[config.mk]
export PLATFORM = sky130hd
export DESIGN_NAME = trace_char_class
export DESIGN_NICKNAME = d
export VERILOG_FILES = /design/src/rtl/trace_char_class.sv
export SDC_FILE = /design/constraint.sdc
export NUM_CORES = 1
export LEC_CHECK = 0
export BUFFER_PORTS_ARGS = -buffer_cell sky130_fd_sc_hd__buf_2
export CORE_AREA = 5 5 42 44
export DETAILED_ROUTE_END_ITERATION = 6
export DIE_AREA = 0 0 47 49
export PLACE_DENSITY = 0.44
export SETUP_SLACK_MARGIN = 0.15
export SYNTH_ARGS = -nofsm -noshare
export SYNTH_HDL_FRONTEND = slang
export SYNTH_SLANG_ARGS = --single-unit
export TNS_END_PERCENT = 10
[constraint.sdc]
create_clock -name vclk -period 0.86
set_input_delay 0.043 -clock vclk [all_inputs]
set_output_delay 0.043 -clock vclk [all_outputs]
set_load 0.02 [all_outputs]
[src/rtl/trace_char_class.sv]
// Combinational character classifier: decimal digit, lowercase hex digit, and its 4-bit value.
// Uppercase hex letters are not hex in this grammar.
module trace_char_class (
  input  logic [7:0] char,
  output logic       is_dec,
  output logic       is_hex,
  output logic [3:0] nibble
);

  logic is_alpha_hex;

  always_comb begin
    is_dec       = (char >= 8'h30) && (char <= 8'h39);
    is_alpha_hex = (char >= 8'h61) && (char <= 8'h66);
    is_hex       = is_dec || is_alpha_hex;
    // 'a'..'f' have low nibble 1..6, so adding 9 maps them to 10..15.
    nibble       = is_dec ? char[3:0] : char[3:0] + 4'd9;
  end

endmodule

* Word level (Yosys, flattened, before mapping)
Index checks and enable logic that the tools add are counted.
** Operators by class
- $lt $le $gt $ge :: 4
- Mux-type cells :: 1
- Reductions and logical operators :: 3
- $add $sub $neg :: 1
** Operator list (count)
- $ge 8x6->1 const B :: 1
- $ge 8x7->1 const B :: 1
- $le 8x6->1 const B :: 1
- $le 8x7->1 const B :: 1
- $add 4x4->4 const B :: 1
- $mux 4 :: 1
- $logic_and 1x1->1 :: 2
- $logic_or 1x1->1 :: 1
** Word-level totals
- Register bits :: 0
- Output and inout port bits :: 6
- Word-level logic and storage cells :: 9
- Bits of input ports :: 8

* Logic depth before layout (Yosys ltp)
- Depth after elaboration :: 3
- Mapped depth :: 5
- Gate-level depth less buffers :: 5

* Worst setup path after synthesis
OpenSTA, ideal clock, no wires.
- Path kind :: input-to-output
- Start :: input port char[1]
- End :: output port nibble[1]
- Cell stages on the path :: 5
- Required time :: 817 ps
- Path buffers :: 0
- Slack :: -245 ps
- Arrival time :: 1062 ps
- Cells stage by stage :: inv_1 ha_1 o21bai_4 a21oi_4 mux2_4
** Between the ends
- Cells in the longest elaborated chain, start to end :: 3
** Ends and longest elaborated chain
- start: declaration :: line 4 : input logic [7:0] char,
- $ge 8x6->1 or $le 8x6->1 (tied branches) :: line 13 : is_dec = (char >= 8'h30) && (char <= 8'h39);
- $logic_and 1x1->1 * :: line 13
- named net is_dec :: line 5 : output logic is_dec,
- $mux 4 * :: line 17 : nibble = is_dec ? char[3:0] : char[3:0] + 4'd9;
- end: declaration :: line 7 : output logic [3:0] nibble
Mark *: on every way through the listed nets, which the timed path passes. The rest lies on a longest branch.

* Worst setup path in the final report
- Start :: input port char[1]
- End :: output port nibble[1]
** Between the ends
- Cells in the longest elaborated chain, start to end :: 3
** Ends and longest elaborated chain (line)
- $ge 8x6->1 or $le 8x6->1 (tied branches) :: 13
- $logic_and 1x1->1 :: 13
- $mux 4 * :: 17
Every way passes the cells marked *; elsewhere a longest branch is shown, timed or not.

==> results.md <==
- 1st-pass router iterations: 1
- Die span in x: 47 um
- Fin. Hold Viols: 0
- Hold Crit Start: char[0]
- Cells after Synth: 25
- WP data arrival: 1060 ps
- Share of post-route cells with drive strength above 1: 69.39%
- Post-Syn Nets: 37
- Startpoint types: input pin
- Post-synthesis sequential area ratio: 0%
- RSZ-0062 raised after global routing: true
- Filler cells: 157
- Placer congestion estimate: 0.6319
- Row count: 14
- Buffers & Inverters on Critical Path: 3
- Crit path max fanout: 3
- Crit-path max cell delay: 330 ps
- Post-layout util: 36.07%
- Fin worst setup slack: -243.1 ps
- Hold path depth: 4
- Ranking of synthesized cells by area: ha_1 (22%), nand4bb_4 (12%), o21bai_4 (8.2%)
- Post-route ant nets: 0
- Period utilization: 128.3%
- Post-synth top cells: ha_1 (4), nand2_1 (3), inv_1 (2), nand3_1 (2), nor2_1 (2)
- Global Route Usage Sum: 6.180%
- I/O Buffers: 14
- Leading area contributor after synthesis: ha_1
- Drt drc: 0
- WHS Endpoint: nibble[0]
- Largest net degree at the start of global routing: 6
- Wire length per cell: 9.738 um
- Vias in the first global route: 271
- Multi-input gate area: 252.7 um2
- Global-route wire length before repair: 1124 um
- Synth warnings: 0
- Required time worst endpoint: 820 ps
- GR Layer Usage met3: 0%
- Synthesis-to-finish area growth: 120.8%
- ANT cells: 0
- Final min period: 1103 ps
- Max IR drop VDD: 0.2044 mV
- Hold Path Class: input pin to output port
- CLK BUF: 0
- Pleak: 0.0002290 uW
- Slew @ Worst Pin: 202.6 ps
- Crit. End Element: output port
- Nets@finish: 63
- Vias: 267
- Avg Cell Area, Syn: 9.159 um2
- Synth cell types: 17
- Met2 Usage GRT: 11.31%
- Slowest CP cell: mux2_4
- Initial DRC Count: 0
- Total number of sequential cells: 0
- Final wirelength: 633 um
- Initial antenna violation count: 0
- Synth top area share: 21.86%
- Largest delay share family, worst path: multiplexers
- Top Ports: 14
- Setup Viol. Count Final: 6
- CP Class: input pin to output port
- Met1 global-route usage: 8.279%
- Core box area: 1401 um2
- Register Area: 0 um2
- Effective utilization at floorplan: 16.34%
- Max Slew Vio Count: 0
- Routed vias/inst: 4.108
- Total gr overflow: 0
- Synthesized cell area: 229.0 um2
- Maximum Capacitance Violations: 0
- Top-count cell post-synth: ha_1
- Failing checks: setup timing
- Max-slew headroom: 86.35%
- Cell Pwr Density: 467.8 nW/um2
- GR peak layer: met2
- Pre-CTS setup slack: -357.9 ps
- Status: finished with violations
- Fmax: 906.5 MHz
- DPL Wire Length: 547.6 um
- Worst-path cell chain: buf_12 -> inv_16 -> ha_4 -> o21bai_4 -> a21oi_4 -> mux2_4 -> buf_6
- Die Area: 2303 um2
- Die Height: 49 um
==> kinds of logic (layout without fill, tap and decap cells) <==
group,count (synthesis),in the layout,share of synthesized area (%)
compound gates,7,7,32.24
xor+xnor,1,1,3.826
fa+ha+maj,4,4,21.86
buf+inv,2,26,3.280
mux,1,1,6.555
simple gates,10,10,32.24
==> layout by cell type, fill, tap and decap left out <==
master / instances
inv_4: 1
o21ai_0: 1
buf_6: 3
o21ba_2: 1
a21oi_4: 1
nand2b_1: 1
nand3_1: 2
buf_8: 1
ha_1: 2
buf_12: 2
buf_4: 11
o2bb2ai_2: 1
nand2_1: 3
nand4bb_4: 1
nor2_1: 2
o21bai_4: 1
xnor2_1: 1
mux2_4: 1
buf_2: 7
inv_16: 1
nand4bb_1: 1
a41o_1: 1
ha_4: 2
a21oi_1: 1
==> layout make-up <==
type / instances / share of cell area, %
Inverter: 2 / 5.198
Multi-Input combinational cell: 23 / 50.00
Tap cell: 16 / 3.960
Timing Repair Buffer: 24 / 40.84
==> repair_timing <==
action / 4_1_cts / 5_1_grt
hold buffers: 0 / 0
buffers inserted: 1 / 0
pin swaps: 4 / 2
resized for setup: 14 / 1
cloned: 0 / 0
setup endpoints to repair: 6 / 6
==> how the worst max path moves through the flow <==
| stage | startpoint | end | slack, ps | depth (start not counted) |
|---|---|---|---|---|
| finish | char[1] | nibble[1] | -240 | 7 |
| floorplan | char[1] | nibble[1] | -110 | 5 |
| global placement | char[1] | nibble[1] | -370 | 7 |
| detailed placement | char[1] | nibble[1] | -360 | 7 |
| global route | char[1] | nibble[1] | -290 | 7 |
| CTS | char[1] | nibble[1] | -270 | 7 |
==> per-stage QoR <==
step	instance area [um2]	power (uW)	hold WS, ps	instances	TNS (ps)
2_1_floorplan	272.8	103.3	165.9	25	-191.5
4_1_cts	499.2	236.8	496.9	65	-1221
5_1_grt	505.5	255.5	526.3	65	-1390
3_5_place_dp	430.4	199.6	560.8	64	-1525
3_3_place_gp	430.4	200.8	559.4	64	-1523
6_report	505.5	236.5	495.4	65	-1100
==> per-layer routing <==
| metal | vias to the layer above | share of wire [%] |
|---|---|---|
| met4 | 0 | 0 |
| met5 | - | 0 |
| met2 | 10 | 53 |
| met3 | 0 | 9.3 |
| met1 | 118 | 37 |
| li1 | 139 | - |
==> power breakdown <==
part	leakage, uW	switching, uW	total [uW]	internal, uW
clock	0	0	0	0
combinational	0.000229	103	236	133
sequential	0	0	0	0
No activity file was read; power rests on OpenSTA's default activity.
